### config.mk
export PLATFORM = sky130hd
export DESIGN_NAME = panda_mc_ctrl
export DESIGN_NICKNAME = d
export VERILOG_FILES = /design/src/rtl/panda_mc_ctrl.sv
export SDC_FILE = /design/constraint.sdc
export NUM_CORES = 1
export LEC_CHECK = 0
export ABC_AREA = 1
export BUFFER_PORTS_ARGS = -buffer_cell sky130_fd_sc_hd__buf_2
export CAP_MARGIN = 5
export CORE_ASPECT_RATIO = 1.4
export CORE_MARGIN = 3
export CORE_UTILIZATION = 41
export CTS_CLUSTER_DIAMETER = 200
export DETAILED_ROUTE_END_ITERATION = 7
export GPL_ROUTABILITY_DRIVEN = 1
export PLACE_DENSITY_LB_ADDON = 0.1
export REMOVE_ABC_BUFFERS = 1
export SKIP_LAST_GASP = 1
export SLEW_MARGIN = 20
export SYNTH_ARGS = -nofsm -noshare
export SYNTH_HDL_FRONTEND = slang
export SYNTH_SLANG_ARGS = --single-unit
### constraint.sdc
create_clock -name clk_i -period 2.23 [get_ports clk_i]
set_clock_uncertainty 0.05 [all_clocks]
set_input_delay 0.446 -clock clk_i [delete_from_list [all_inputs] [get_ports clk_i]]
set_output_delay 0.446 -clock clk_i [all_outputs]
set_load 0.03 [all_outputs]
### src/rtl/panda_mc_ctrl.sv
// Multi-cycle control sequencer for the Panda core: walks one instruction through
// fetch, decode, execute, memory and writeback, driving bus handshakes and write strobes.
module panda_mc_ctrl #(
  parameter int CNT_W          = 32,
  parameter int TIMEOUT_CYCLES = 16
) (
  input  logic             clk_i,
  input  logic             rst_i,
  output logic             instr_req_o,
  input  logic             instr_gnt_i,
  input  logic             instr_rvalid_i,
  output logic             ir_we_o,
  input  logic             rd_we_i,
  input  logic             load_i,
  input  logic             store_i,
  input  logic             branch_i,
  input  logic             jump_i,
  input  logic             illegal_i,
  input  logic             alu_cmp_i,
  output logic             data_req_o,
  output logic             data_we_o,
  input  logic             data_gnt_i,
  input  logic             data_rvalid_i,
  output logic             rf_we_o,
  output logic             pc_we_o,
  output logic             pc_sel_o,
  output logic             halt_o,
  output logic             err_o,
  output logic [CNT_W-1:0] instr_cnt_o
);

  localparam int                WAIT_W    = $clog2(TIMEOUT_CYCLES + 1);
  localparam logic [WAIT_W-1:0] WAIT_LAST = WAIT_W'(TIMEOUT_CYCLES - 1);
  localparam logic [WAIT_W-1:0] WAIT_ONE  = WAIT_W'(1);
  localparam logic [CNT_W-1:0]  CNT_ONE   = CNT_W'(1);

  typedef enum logic [2:0] {
    S_IF_REQ,
    S_IF_WAIT,
    S_ID,
    S_EX,
    S_MEM_REQ,
    S_MEM_WAIT,
    S_WB,
    S_HALT
  } state_t;

  state_t            r_state;
  state_t            w_state_nxt;
  logic [WAIT_W-1:0] r_wait_cnt;
  logic [WAIT_W-1:0] w_wait_cnt_nxt;
  logic              r_err;
  logic              w_err_nxt;
  logic [CNT_W-1:0]  r_instr_cnt;
  logic              w_retire;
  logic              w_in_wait;
  logic              w_exit;
  logic              w_run;

  // Strobes are suppressed while reset is held so an aborted handshake never fires.
  assign w_run = ~rst_i;

  always_ff @(posedge clk_i) begin
    if (rst_i) begin
      r_state     <= S_IF_REQ;
      r_wait_cnt  <= '0;
      r_err       <= 1'b0;
      r_instr_cnt <= '0;
    end else begin
      r_state    <= w_state_nxt;
      r_wait_cnt <= w_wait_cnt_nxt;
      r_err      <= w_err_nxt;
      if (w_retire) begin
        r_instr_cnt <= r_instr_cnt + CNT_ONE;
      end
    end
  end

  always_comb begin
    w_state_nxt    = r_state;
    w_wait_cnt_nxt = '0;
    w_err_nxt      = r_err;
    w_retire       = 1'b0;
    w_in_wait      = 1'b0;
    w_exit         = 1'b0;
    case (r_state)
      S_IF_REQ: begin
        w_in_wait = 1'b1;
        w_exit    = instr_gnt_i;
        if (instr_gnt_i) begin
          w_state_nxt = S_IF_WAIT;
        end
      end
      S_IF_WAIT: begin
        w_in_wait = 1'b1;
        w_exit    = instr_rvalid_i;
        if (instr_rvalid_i) begin
          w_state_nxt = S_ID;
        end
      end
      S_ID: begin
        w_state_nxt = illegal_i ? S_HALT : S_EX;
      end
      S_EX: begin
        w_state_nxt = (load_i | store_i) ? S_MEM_REQ : S_WB;
      end
      S_MEM_REQ: begin
        w_in_wait = 1'b1;
        w_exit    = data_gnt_i;
        if (data_gnt_i) begin
          w_state_nxt = S_MEM_WAIT;
        end
      end
      S_MEM_WAIT: begin
        w_in_wait = 1'b1;
        w_exit    = data_rvalid_i;
        if (data_rvalid_i) begin
          w_state_nxt = S_WB;
        end
      end
      S_WB: begin
        w_retire    = 1'b1;
        w_state_nxt = S_IF_REQ;
      end
      S_HALT: begin
        w_state_nxt = S_HALT;
      end
      default: begin
        w_state_nxt = S_IF_REQ;
      end
    endcase

    // A handshake that completes on its last allowed cycle still wins over the timeout.
    if (w_in_wait && !w_exit) begin
      if (r_wait_cnt == WAIT_LAST) begin
        w_state_nxt = S_HALT;
        w_err_nxt   = 1'b1;
      end else begin
        w_wait_cnt_nxt = r_wait_cnt + WAIT_ONE;
      end
    end
  end

  always_comb begin
    instr_req_o = 1'b0;
    ir_we_o     = 1'b0;
    data_req_o  = 1'b0;
    data_we_o   = 1'b0;
    rf_we_o     = 1'b0;
    pc_we_o     = 1'b0;
    pc_sel_o    = 1'b0;
    if (w_run) begin
      case (r_state)
        S_IF_REQ: begin
          instr_req_o = 1'b1;
        end
        S_IF_WAIT: begin
          ir_we_o = instr_rvalid_i;
        end
        S_MEM_REQ: begin
          data_req_o = 1'b1;
          data_we_o  = store_i;
        end
        S_WB: begin
          rf_we_o  = rd_we_i & ~store_i & ~branch_i;
          pc_we_o  = 1'b1;
          pc_sel_o = jump_i | (branch_i & alu_cmp_i);
        end
        default: begin
        end
      endcase
    end
  end

  assign halt_o      = (r_state == S_HALT);
  assign err_o       = r_err;
  assign instr_cnt_o = r_instr_cnt;

endmodule

==> flow_metrics.py <==
metrics = {
    "status": {
        "status": "complete, no violations",
    },
    "yosys": {
        "ys_types": 30,
        "synth-seq-cells": 41,
        "synthTopCellsByArea": "dfxtp_1, nand2_1, nor2_1",
        "yosysTopAreaCellShare": 0.369,
        "yosys.area.top_type": "dfxtp_1",
        "synth.cell_area_sq_um": 2220,
        "async_flop_share": 0,
        "yosysWarnings": 0,
        "synthFlopType": "dfxtp_1",
        "synth-edff-count": 0,
        "seq_area_frac_synth": 0.369,
        "post-synth-top-count-cell": "nand2_1",
        "synthCells": 338,
        "synthTopCellsByCount": "nand2_1, nor2_1, inv_1, dfxtp_1, a21oi_1",
        "avgSynthCellArea_sq_um": 6.57,
    },
    "timing": {
        "max-slew-margin-rel": 0.534,
        "setup-violations-final": 0,
        "min_period_ns": 1.99,
        "tns_ns": 0,
        "min_period_over_period": 0.891,
        "hold_viol_final": 0,
        "setup_ws_ns": 0.243,
        "fmax_ghz": 0.503,
        "worst_slew_pin_slew_ns": 0.699,
        "rsz0062_at_grt": "false",
        "maxSlewViolCount": 0,
    },
    "place": {
        "portBuffers": 53,
        "dp_slack_ns": 0.462,
        "dp_cells": 451,
        "place_congestion": 0.852,
        "hpwl_um": 4250,
        "placed_cell_area_sq_um": 2530,
    },
    "die": {
        "io_pins": 54,
        "start_util": 0.428,
        "dieArea_sq_um": 6350,
        "die_w_um": 68.2,
        "fp-row-count": 31,
        "chipHeight_um": 93.1,
        "core_sq_um": 5200,
    },
    "global_route": {
        "grtUsageTotal": 0.182,
        "antenna_found_initial": 0,
        "grt_first_pass_wirelength_um": 8980,
        "grt_max_degree": 24,
        "grt.overflow.total": 0,
        "grt_pass1_vias": 2036,
    },
    "final_layout": {
        "area_growth_syn_to_layout_pct": 17.4,
        "fillCellCount": 587,
        "nets": 408,
        "multi_input_comb_area_sq_um": 1190,
        "n_antenna_cell": 0,
        "regArea_sq_um": 821,
        "drive_above_1_share": 0.181,
        "finalNonFillerCells": 459,
        "fin_area_sq_um": 2610,
    },
    "min_path": {
        "hp-class": "reg2reg",
        "holdPathStages": 1,
    },
    "clock_tree": {
        "cts-resized-gates": 0,
        "cts_root_buf": "clkbuf_8",
        "clkTransAtPathRegs_ns": 0.07,
        "cts_sinks": 41,
        "hold_buffers": 0,
        "post_cts.repair.setup_buffers": 0,
        "clockBufferDepth": 2,
        "cts_max_level": 2,
        "numCtsBuffers": 5,
        "cts_tree": "built",
        "clk_latency_ns": 0.29,
    },
    "setup_path": {
        "worstReg2RegEnd": "instr_cnt_o[25]",
        "crit_required_ns": 1.73,
        "cp-start-kind": "flip-flop",
        "r2r_cells": 7,
        "critPathKind": "reg2out",
        "crit_path_end_kind": "primary output",
        "r2r_setup_slack_ns": 0.56,
        "cp_max_fo": 7,
        "critPathCapture": "data_we_o",
        "rr_startpoint": "r_state[1]",
        "crit_start": "r_state[2]",
        "crit_arrival_ns": 1.49,
    },
    "drt": {
        "remaining_drc_errors": 0,
        "wire_per_inst_um": 12.0,
        "drt-pass1-iter-count": 4,
        "postRouteWirelength_um": 5520,
        "vias_per_cell": 4.93,
        "first_iter_violations": 87,
        "wl_met3_um": 231,
        "ant_nets": 0,
        "wl_met1_um": 2390,
        "route.met2.wl_um": 2790,
        "route.vias.total": 2264,
        "maxUsedRoutingLayer": "met4",
    },
    "power": {
        "finalPower_uw": 1390,
        "p_int_uw": 1020,
        "swShare": 0.264,
        "p_per_area_nw_per_um2": 532,
        "clkPwrFrac": 0.336,
        "p_leak_uw": 0.00117,
        "combPwrFrac": 0.107,
        "vdd_drop_max_mv": 0.305,
        "switchingPower_uw": 366,
        "p_seq_frac": 0.557,
    },
    "run": {
        "cap_violations": 0,
    },
}
-- placed cells by master, fill, tap and decap left out, types with 2 or more instances in the layout --
| cell type | Yosys | final |
|---|---|---|
| inv_2 | 2 | 2 |
| nor2_2 | 4 | 4 |
| xor2_1 | 2 | 2 |
| nand3_1 | 18 | 18 |
| xnor2_1 | 2 | 2 |
| nand2_1 | 74 | 74 |
| clkbuf_1 | 2 | 3 |
| ha_1 | 3 | 3 |
| nor2_1 | 65 | 65 |
| o21bai_1 | 2 | 2 |
| inv_1 | 43 | 43 |
| a21oi_1 | 20 | 20 |
| nor3_1 | 7 | 7 |
| nand3b_1 | 3 | 3 |
| o21ai_0 | 15 | 15 |
| nand4_1 | 19 | 19 |
| nor2_4 | 3 | 3 |
| clkbuf_8 | 1 | 5 |
| buf_2 | 0 | 53 |
| o21a_1 | 2 | 2 |
| dfxtp_1 | 41 | 41 |
-- state kept, by name, summed over array words and instances, names as in the netlist --
name / flops
err_o: 1
instr_cnt_o: 32
r_state: 3
r_wait_cnt: 5
-- final cells by class --
| cell class | instances | share of cell area |
|---|---|---|
| multi-input combinational | 246 | 0.457 |
| sequential | 41 | 0.315 |
| clock buffer | 8 | 0.0307 |
| tap | 66 | 0.0317 |
| timing repair buffer | 53 | 0.102 |
| inverter | 45 | 0.0647 |
-- per-layer routing --
layer	GRT usage	vias to the layer above
met2	0.311	47
met4	0.0697	0
met3	0.0349	10
li1	-	1202
met1	0.219	1005
met5	0	-
-- kinds of logic (layout without fill, tap and decap cells) --
family                   Yosys count  after routing  synth area share
adder cells (fa/ha/maj)            3              3            0.0169
buffers and inverters             51            106            0.0946
AND/OR/NAND/NOR                  198            198             0.404
flip-flops                        41             41             0.369
AO/OA/AOI/OAI                     41             41            0.0991
XOR/XNOR                           4              4            0.0158
-- how the worst min path moves through the flow --
stage / slack [ns] / end / start
2_1_floorplan: 0.37 / r_wait_cnt[0] / r_wait_cnt[0]
3_3_place_gp: 0.38 / r_wait_cnt[0] / r_wait_cnt[0]
3_5_place_dp: 0.39 / r_wait_cnt[0] / r_wait_cnt[0]
4_1_cts: 0.41 / r_wait_cnt[0] / r_wait_cnt[0]
5_1_grt: 0.41 / r_wait_cnt[0] / r_wait_cnt[0]
6_report: 0.40 / r_wait_cnt[0] / r_wait_cnt[0]
-- metrics by stage --
step	hold WS, ns	utilization
CTS	0.408	0.502
detailed placement	0.390	0.487
global placement	0.383	0.487
global route	0.415	0.502
finish	0.402	0.502
floorplan	0.368	-
-- worst max-delay path, stage by stage (launching register included) --
cell,delay (ns)
dfxtp_1,0.47
inv_1,0.17
nor2_1,0.17
inv_1,0.07
nor3_1,0.11
buf_2,0.22
-- power groups by stage --
stage               Combinational, uW  Clock (uW)  Sequential, uW
global route                      170         514             776
CTS                               150         492             773
finish                            149         467             773
global placement                  149           0             790
floorplan                         106           0             786
detailed placement                149           0             790
No activity file was read; power rests on OpenSTA's default activity.
